### config.mk
export PLATFORM = sky130hd
export DESIGN_NAME = exec_issue
export DESIGN_NICKNAME = d
export VERILOG_FILES = /design/src/rtl/exec_issue.sv
export SDC_FILE = /design/constraint.sdc
export NUM_CORES = 1
export LEC_CHECK = 0
export ABC_CLOCK_PERIOD_IN_PS = 2000
export CELL_PAD_IN_SITES_DETAIL_PLACEMENT = 1
export CELL_PAD_IN_SITES_GLOBAL_PLACEMENT = 1
export CORE_UTILIZATION = 29
export CTS_BUF_LIST = sky130_fd_sc_hd__clkbuf_16
export DETAILED_ROUTE_END_ITERATION = 7
export PLACE_DENSITY_LB_ADDON = 0.1
export SYNTH_ARGS = -nofsm -noshare
export SYNTH_HDL_FRONTEND = slang
export SYNTH_SLANG_ARGS = --single-unit
### constraint.sdc
create_clock -name clk -period 2 [get_ports clk]
set_input_delay 0.2 -clock clk [delete_from_list [all_inputs] [get_ports clk]]
set_output_delay 0.2 -clock clk [all_outputs]
set_load 0.01 [all_outputs]
### src/rtl/exec_issue.sv
// exec_issue: two-entry RV32I issue/execute stage.
//   p0 = combinational decode of the offered instruction,
//   p1 = S1, decoded operands presented to the arithmetic unit,
//   p2 = S2, writeback payload offered downstream.
// Optional feature: define EXEC_ISSUE_BYPASS_EN to forward in-flight
// S1/S2 results into the rs1/rs2 operands of the instruction being decoded.
module exec_issue #(
   parameter int DATA_WIDTH = 32
) (
   input  logic                  clk,
   input  logic                  rst,
   input  logic                  in_valid,
   output logic                  in_ready,
   input  logic [31:0]           in_instr,
   input  logic [DATA_WIDTH-1:0] in_rs1_val,
   input  logic [DATA_WIDTH-1:0] in_rs2_val,
   output logic [DATA_WIDTH-1:0] alu_lhs,
   output logic [DATA_WIDTH-1:0] alu_rhs,
   output logic [2:0]            alu_operation,
   output logic [6:0]            alu_metadata,
   input  logic [DATA_WIDTH-1:0] alu_result,
   input  logic                  alu_valid,
   output logic                  out_valid,
   input  logic                  out_ready,
   output logic [4:0]            out_rd,
   output logic [DATA_WIDTH-1:0] out_result,
   output logic                  out_illegal
);

   localparam int SHW = $clog2(DATA_WIDTH);
   localparam logic [6:0] OPC_OP  = 7'b0110011;
   localparam logic [6:0] OPC_IMM = 7'b0010011;
   localparam logic [DATA_WIDTH-1:0] SHAMT_MASK = DATA_WIDTH'((1 << SHW) - 1);

   // Sign-extend a 12-bit I-type immediate to the datapath width.
   function automatic logic [DATA_WIDTH-1:0] sext_imm(input logic signed [11:0] imm);
      return DATA_WIDTH'(imm);
   endfunction

   // Keep only the shift-amount bits of an operand (shifts ignore the rest).
   function automatic logic [DATA_WIDTH-1:0] mask_shamt(input logic [DATA_WIDTH-1:0] v);
      return v & SHAMT_MASK;
   endfunction

   // Illegal results are forced to zero so no garbage reaches writeback.
   function automatic logic [DATA_WIDTH-1:0] gate_result(input logic ill,
                                                         input logic [DATA_WIDTH-1:0] r);
      return ill ? '0 : r;
   endfunction

   // S1 registers
   logic                  vld_p1;
   logic [DATA_WIDTH-1:0] lhs_p1;
   logic [DATA_WIDTH-1:0] rhs_p1;
   logic [2:0]            op_p1;
   logic [6:0]            meta_p1;
   logic [4:0]            rd_p1;
   logic                  bad_p1;

   // S2 registers
   logic                  vld_p2;
   logic [4:0]            rd_p2;
   logic [DATA_WIDTH-1:0] result_p2;
   logic                  illegal_p2;

   // decode signals
   logic [6:0]            opcode_p0;
   logic [2:0]            op_p0;
   logic                  is_shift_p0;
   logic [DATA_WIDTH-1:0] rs1_val_p0;
   logic [DATA_WIDTH-1:0] rs2_val_p0;
   logic [DATA_WIDTH-1:0] lhs_p0;
   logic [DATA_WIDTH-1:0] rhs_p0;
   logic [6:0]            meta_p0;
   logic                  bad_p0;

   // handshake signals
   logic                  s2_free;
   logic                  move_p1;
   logic                  accept;
   logic                  illegal_p1;

   assign opcode_p0   = in_instr[6:0];
   assign op_p0       = in_instr[14:12];
   assign is_shift_p0 = (op_p0 == 3'd1) || (op_p0 == 3'd5);

`ifdef EXEC_ISSUE_BYPASS_EN
   logic [4:0] src1_p0;
   logic [4:0] src2_p0;
   logic       fwd_p1;
   logic       fwd_p2;

   assign src1_p0 = in_instr[19:15];
   assign src2_p0 = in_instr[24:20];
   // Only entries that will really write a register may forward; S1 is
   // legal only if its opcode is good and the unit reports a valid result.
   assign fwd_p1  = vld_p1 && !bad_p1 && alu_valid && (rd_p1 != 5'd0);
   assign fwd_p2  = vld_p2 && !illegal_p2 && (rd_p2 != 5'd0);

   // Operand forwarding: S1 is younger than S2, so it wins on a double match.
   always_comb begin
      rs1_val_p0 = in_rs1_val;
      rs2_val_p0 = in_rs2_val;
      if (fwd_p1 && (rd_p1 == src1_p0)) begin
         rs1_val_p0 = alu_result;
      end else if (fwd_p2 && (rd_p2 == src1_p0)) begin
         rs1_val_p0 = result_p2;
      end
      if (opcode_p0 == OPC_OP) begin
         if (fwd_p1 && (rd_p1 == src2_p0)) begin
            rs2_val_p0 = alu_result;
         end else if (fwd_p2 && (rd_p2 == src2_p0)) begin
            rs2_val_p0 = result_p2;
         end
      end
   end
`else
   logic unused_rs1_field;

   assign rs1_val_p0       = in_rs1_val;
   assign rs2_val_p0       = in_rs2_val;
   assign unused_rs1_field = ^in_instr[19:15];
`endif

   // p0 decode: choose rhs and metadata from the opcode class.
   always_comb begin
      lhs_p0  = rs1_val_p0;
      rhs_p0  = rs2_val_p0;
      meta_p0 = 7'd0;
      bad_p0  = 1'b0;
      if (opcode_p0 == OPC_OP) begin
         meta_p0 = in_instr[31:25];
      end else if (opcode_p0 == OPC_IMM) begin
         rhs_p0 = sext_imm(in_instr[31:20]);
         if (is_shift_p0) begin
            meta_p0 = in_instr[31:25];
         end
      end else begin
         bad_p0 = 1'b1;
      end
      if (is_shift_p0) begin
         rhs_p0 = mask_shamt(rhs_p0);
      end
   end

   assign s2_free    = !vld_p2 || out_ready;
   assign move_p1    = vld_p1 && s2_free;
   assign in_ready   = !vld_p1 || move_p1;
   assign accept     = in_valid && in_ready;
   assign illegal_p1 = bad_p1 || !alu_valid;

   // p0 -> p1 boundary: capture decoded operands on accept, empty on move-out.
   always_ff @(posedge clk or negedge rst) begin
      if (!rst) begin
         vld_p1  <= 1'b0;
         lhs_p1  <= '0;
         rhs_p1  <= '0;
         op_p1   <= 3'd0;
         meta_p1 <= 7'd0;
         rd_p1   <= 5'd0;
         bad_p1  <= 1'b0;
      end else if (accept) begin
         vld_p1  <= 1'b1;
         lhs_p1  <= lhs_p0;
         rhs_p1  <= rhs_p0;
         op_p1   <= op_p0;
         meta_p1 <= meta_p0;
         rd_p1   <= in_instr[11:7];
         bad_p1  <= bad_p0;
      end else if (move_p1) begin
         vld_p1  <= 1'b0;
      end
   end

   // p1 -> p2 boundary: load result whenever S2 is free; hold while blocked.
   always_ff @(posedge clk or negedge rst) begin
      if (!rst) begin
         vld_p2     <= 1'b0;
         rd_p2      <= 5'd0;
         result_p2  <= '0;
         illegal_p2 <= 1'b0;
      end else if (s2_free) begin
         vld_p2 <= vld_p1;
         if (vld_p1) begin
            rd_p2      <= rd_p1;
            result_p2  <= gate_result(illegal_p1, alu_result);
            illegal_p2 <= illegal_p1;
         end
      end
   end

   assign alu_lhs       = lhs_p1;
   assign alu_rhs       = rhs_p1;
   assign alu_operation = op_p1;
   assign alu_metadata  = meta_p1;

   assign out_valid   = vld_p2;
   assign out_rd      = rd_p2;
   assign out_result  = result_p2;
   assign out_illegal = illegal_p2;

endmodule

==> results_dict.tcl, run 1 <==
set metrics [dict create \
    clkTransAtPathRegs_ns 0.05 \
    yosys-top-cells-area "dfrtp_1 66%, nand2_1 12%, a22o_1 6.2%" \
    drcViolationCount 0 \
    n_antenna_cell 0 \
    ctsHtreeMaxLevel 4 \
    drt_iter0_markers 114 \
    maxSlewViolCount 0 \
    start_util 0.2983 \
    cap_violations 0 \
    drive_above_1_share 0.07727 \
    syn_area_um2 4552 \
    clock_path_buffers 2 \
    dpl-instance-area_um2 7291 \
    maxSlewHeadroom 0.6725 \
    critical_path.max_fanout 5 \
    area_growth_pct 73.39 \
    outcome "finished, final reports clean" \
    multi_input_area_um2 1430 \
    regArea_um2 3003 \
    ant_nets 0 \
    cts_tree "built" \
    clock_latency_ns 0.41 \
    gp_congestion 0.6942 \
    yosysTopAreaCellShare 0.6597 \
    endpoint_kind "output pin" \
    nFillCells 1621 \
    die-area_um2 16200 \
    dp_hpwl_mm 10.59 \
    fin_crit_sh 0.9076 \
    fin_tns_setup_ns 0 \
    hold_violations 0 \
    min_path_type "in2async" \
    fin_nets 781 \
    die_height_um 127.3 \
    finClkSkew_ns 0.006748 \
    stdcell_area_um2 7893 \
    synth_nets 533 \
    fp.dieW_um 127.3 \
    grt_antenna_before_repair 0 \
    grt_pass1_wl_mm 23.45 \
    synth_top_area_cell "dfrtp_1" \
    path_class "reg2out" \
    grt_usage 0.1909 \
    numClockSinks 120 \
    core-area_um2 15260 \
    drt-wirelength-per-cell_um 16.76 \
    syn_inst 400 \
    io_buffers 241 \
    avgSynthCellArea_um2 11.38 \
    ys_types 26 \
    post_cts.repair.setup_buffers 0 \
    cts_root_buffer "clkbuf_16" \
    peakVddDrop_mv 0.5723 \
    via_per_inst 4.587 \
    synth_seq_cells 120 \
    io_pins 247 \
    yosysWarnings 0 \
    firstDrtPassIters 4 \
    numCtsBuffers 17 \
    grt_max_degree 46 \
    cellLeakagePower_nw 3.620 \
    startpoint_type "flop" \
    cp.arrival_ns 1.62 \
    setup_viol 0 \
    min_period_ns 1.815 \
    worstPathRequired_ns 1.80 \
    vias 3995 \
    fmaxAchievable_mhz 550.9 \
    power_per_cell_area_nw_per_um2 943.2 \
    ys_seq_area_frac 0.6597 \
    worstMarginPinSlew_ns 0.4902 \
    routed_wl_mm 14.60 \
    num_rows 45 \
    grt_overflow_total 0 \
    first_global_vias 4406 \
    rsz0062_at_grt "false" \
]
[synth_stat cells]
cell type / count
nand2_1: 148
dfrtp_1: 120
a22o_1: 32
a221o_1: 21
o21ai_0: 16
clkbuf_1: 11
mux2i_1: 11
buf_1: 8
buf_2: 6
mux2_2: 5
nand2b_1: 5
buf_6: 2
o21ai_1: 2
a21oi_1: 1
and2_1: 1
inv_1: 1
nand3_1: 1
nand3b_1: 1
nand4b_1: 1
nor2_1: 1
nor2b_4: 1
nor3_1: 1
nor3_2: 1
nor3b_1: 1
o31ai_1: 1
or4_1: 1
[cells in the final DEF, fill, tap and decap left out, types with 2 or more instances in the layout]
master and count:
buf_4 9, nand2b_1 5, clkdlybuf4s50_1 240, o21ai_0 16, clkbuf_16 17, inv_1 4
bufinv_16 4, clkinv_1 2, mux2_2 5, nand2_1 147, a221o_1 21, o21ai_1 2
dfrtp_1 120, a22o_1 32, clkinv_2 4, mux2i_1 11, buf_12 6
[worst max-delay path: stages (launching register included)]
cell and delay, ns:
dfrtp_1 0.40, nand3b_1 0.20, clkdlybuf4s50_1 0.61
[state kept, by name (all words and copies together), names as in the netlist, 3 cells and up]
name,cells
alu_metadata,7
rd_p1,5
alu_rhs,32
alu_lhs,32
out_rd,5
out_result,32
alu_operation,3
[stage by stage]
stage | hold WS (ns) | setup WS (ns) | instances | total power, mW | util
after floorplan | -0.09559 | 0.4396 | 400 | 3.383 | -
after global placement | 0.1908 | 0.05142 | 839 | 4.367 | 0.4778
after detailed placement | 0.1971 | 0.0002625 | 839 | 4.409 | 0.4778
after CTS | 0.2970 | 0.1371 | 871 | 7.561 | 0.5173
after global routing | 0.3209 | 0.08478 | 871 | 7.791 | 0.5173
final | 0.3113 | 0.1848 | 871 | 7.444 | 0.5173
[path summary, 6_finish.rpt]
path                       slack [ns]  cells after the start     startpoint     endpoint
setup / recovery                 0.18                      2      out_valid     in_ready
min in group clk                 0.32                      3  in_rs1_val[3]   alu_lhs[3]
hold reg to reg                  0.47                      2       rd_p1[4]     rd_p1[4]
setup reg to reg                 0.39                      4      out_valid  alu_rhs[31]
max in group asynchronous        1.05                      3            rst    out_rd[2]
hold / removal                   0.31                      2            rst   alu_rhs[4]
[timing repair]
action                                 CTS  global route
endpoints found under the hold margin   31             0
resized for setup                        0             0
hold buffers                             1             0
[routing by layer]
layer	vias up	wire length, µm	GRT usage
met1	1939	6026	0.2226
met2	160	7034	0.3137
met4	0	273	0.08193
met3	22	1267	0.07286
met5	-	0	0
li1	1874	-	-
[report_power, final]
part,internal (mW),total (mW),switching (mW)
combinational,0.877,1.48,0.598
clock,2.04,3.09,1.05
sequential,2.71,2.87,0.160
[final cells by class]
class                           instances  share of cell area
Tap cell                              211             0.03345
Inverter                                1           0.0004756
Clock buffer                           17             0.05390
Clock inverter                         14             0.02108
Timing Repair Buffer                  256              0.3294
Multi-Input combinational cell        252              0.1812
Sequential cell                       120              0.3805
[logic make-up (layout without fill, tap and decap cells)]
group                  Yosys count  count (layout)  synth area share
AND/OR/NAND/NOR                163             163            0.1454
flip-flops                     120             120            0.6597
AO/OA/AOI/OAI                   73              73            0.1303
buffers and inverters           28             288           0.02804
multiplexers                    16              16           0.03656
No activity file was read; power rests on OpenSTA's default activity.
==> inputs of run 2 (changes only) <==
--- a/config.mk
+++ b/config.mk
@@ -10,5 +10,6 @@
 export CELL_PAD_IN_SITES_GLOBAL_PLACEMENT = 1
-export CORE_UTILIZATION = 29
+export CORE_UTILIZATION = 46
 export CTS_BUF_LIST = sky130_fd_sc_hd__clkbuf_16
 export DETAILED_ROUTE_END_ITERATION = 7
+export DONT_BUFFER_PORTS = 1
 export PLACE_DENSITY_LB_ADDON = 0.1
--- a/constraint.sdc
+++ b/constraint.sdc
@@ -3,2 +3,2 @@
 set_output_delay 0.2 -clock clk [all_outputs]
-set_load 0.01 [all_outputs]
+set_load 0.005 [all_outputs]
==> run 2 against run 1 <==
Worst setup slack improved by 0.039 ns; the flow now finishes with violations (negative hold slack); highest routed layer unchanged; largest cell class unchanged; critical path type is now reg2reg; combinational power shrank 55%; global-route usage up 11 points; die area shrank 36%; via count is 9.0% lower; worst hold slack lost 0.82 ns.
==> results_dict.tcl, run 2 (synthesis gave the netlist of run 1 again) <==
set metrics [dict create \
    peakVddDrop_mv 0.6367 \
    cp_top_family "simple AND/OR/NAND/NOR gates" \
    outcome "finished, violations left" \
    reg2reg_to "alu_rhs[11]" \
    worst_slack_ns 0.2237 \
    numCtsBuffers 17 \
    worstRegToRegCells 4 \
    rsz0062_at_grt "false" \
    holdWs_ns -0.5123 \
    min_period_ns 1.776 \
    dpl-instance-area_um2 4697 \
    drt-wirelength-per-cell_um 23.26 \
    first_global_vias 4058 \
    reg2reg_setup_slack_ns 0.22 \
    ant_nets 0 \
    cellLeakagePower_nw 3.090 \
    worst-path-buf-inv 0 \
    crit_start "vld_p1" \
    routed_wl_mm 15.14 \
    io_pins 247 \
    drt_iter0_markers 138 \
    start_util 0.4835 \
    final_util 0.6764 \
    setup_viol 0 \
    stdcell_area_um2 6369 \
    dp_hpwl_mm 7.748 \
    maxSlewViolCount 0 \
    hold_violations 120 \
    cts_root_buffer "clkbuf_16" \
    grt_usage 0.3033 \
    worstMarginPinSlew_ns 0.8451 \
    endpoint_kind "flop" \
    clock_latency_ns 0.40 \
    fmaxAchievable_mhz 563.0 \
    cp.arrival_ns 2.11 \
    cap_violations 0 \
    final_cell_mix "147 x nand2_1, 120 x dfrtp_1, 106 x dlygate4sd3_1, 32 x a22o_1, 21 x a221o_1" \
    path_class "reg2reg" \
    path_cells "nand3b_1 > nand3_1 > nor3_4 > a221o_1" \
    fin_crit_sh 0.8882 \
    grt_pass1_wl_mm 22.77 \
    dp.cells 512 \
    cts_tree "built" \
    critical_path.max_fanout 21 \
    endpoint "alu_rhs[11]" \
    dp_slack_ns -0.09281 \
    critical_path_depth 4 \
    power_per_cell_area_nw_per_um2 1063 \
    layout_commonest_cell "nand2_1" \
    num_rows 35 \
    drcViolationCount 0 \
    worstPathRequired_ns 2.33 \
    cpPeakStageDelay_ns 0.73 \
    grt_antenna_before_repair 0 \
    finClkSkew_ns 0.01293 \
    die-area_um2 10300 \
    core-area_um2 9415 \
    clock_path_buffers 2 \
    nFillCells 916 \
    fin_cells 651 \
    violations "negative hold slack" \
    area_growth_pct 39.91 \
    die_height_um 101.5 \
    grt_max_degree 121 \
    fp.dieW_um 101.5 \
    clkTransAtPathRegs_ns 0.06 \
    io_buffers 0 \
    fin_nets 641 \
    via_per_inst 5.587 \
    grt_overflow_total 0 \
    drive_above_1_share 0.09597 \
    r2r-start "vld_p1" \
    gp_congestion 0.7165 \
    maxSlewHeadroom 0.4348 \
    cts_hold_buf 106 \
    fin_tns_setup_ns 0 \
    vias 3637 \
    min_path_type "in2async" \
    ctsHtreeMaxLevel 4 \
    cp_slowest_cell "nor3_4" \
    total_power_mw 6.771 \
    numClockSinks 120 \
    startpoint_type "flop" \
    firstDrtPassIters 4 \
]
-- run 2: cell type report --
| cell class | count | area [µm²] | area share |
|---|---|---|---|
| clock buffers | 17 | 425.4 | 0.06680 |
| clock inverters | 15 | 176.4 | 0.02770 |
| flip-flops and latches | 120 | 3003 | 0.4715 |
| inverters | 1 | 3.754 | 0.0005894 |
| repair buffers | 116 | 1161 | 0.1823 |
| well taps | 129 | 161.4 | 0.02534 |
| multi-input cells | 252 | 1435 | 0.2253 |
| diodes | 1 | 2.502 | 0.0003929 |
-- run 2: repair_timing --
action	CTS	global route
buffers inserted	0	0
endpoints found under the hold margin	224	120
resized for setup	0	1
endpoints found under the setup margin	0	21
-- run 2: worst min-delay path by stage --
stage,depth (start not counted),start,slack (ns),end
final,0,rst,-0.51,out_result[21]
after global routing,0,rst,-0.53,out_result[21]
after CTS,0,rst,-0.52,alu_rhs[22]
after detailed placement,0,rst,-0.09,out_result[23]
after global placement,0,rst,-0.09,out_result[21]
after floorplan,0,rst,-0.1,alu_lhs[0]
-- run 2: where the power goes --
| group | internal (mW) | switching [mW] | total (mW) |
|---|---|---|---|
| sequential | 2.71 | 0.271 | 2.98 |
| combinational | 0.349 | 0.317 | 0.666 |
| clock | 1.96 | 1.16 | 3.12 |
-- run 2: layer usage --
layer | up-vias | global-route usage | wire length, µm
met2 | 193 | 0.5332 | 8067
met1 | 1830 | 0.3414 | 5505
met3 | 27 | 0.09800 | 1268
met4 | 0 | 0.1237 | 301
met5 | - | 0 | 0
li1 | 1587 | - | -
-- run 2: worst reg2reg max path: stages (launching register included) --
cell and delay (ns):
dfrtp_1 0.41, nand3b_1 0.15, nand3_1 0.17, nor3_4 0.73, a221o_1 0.26
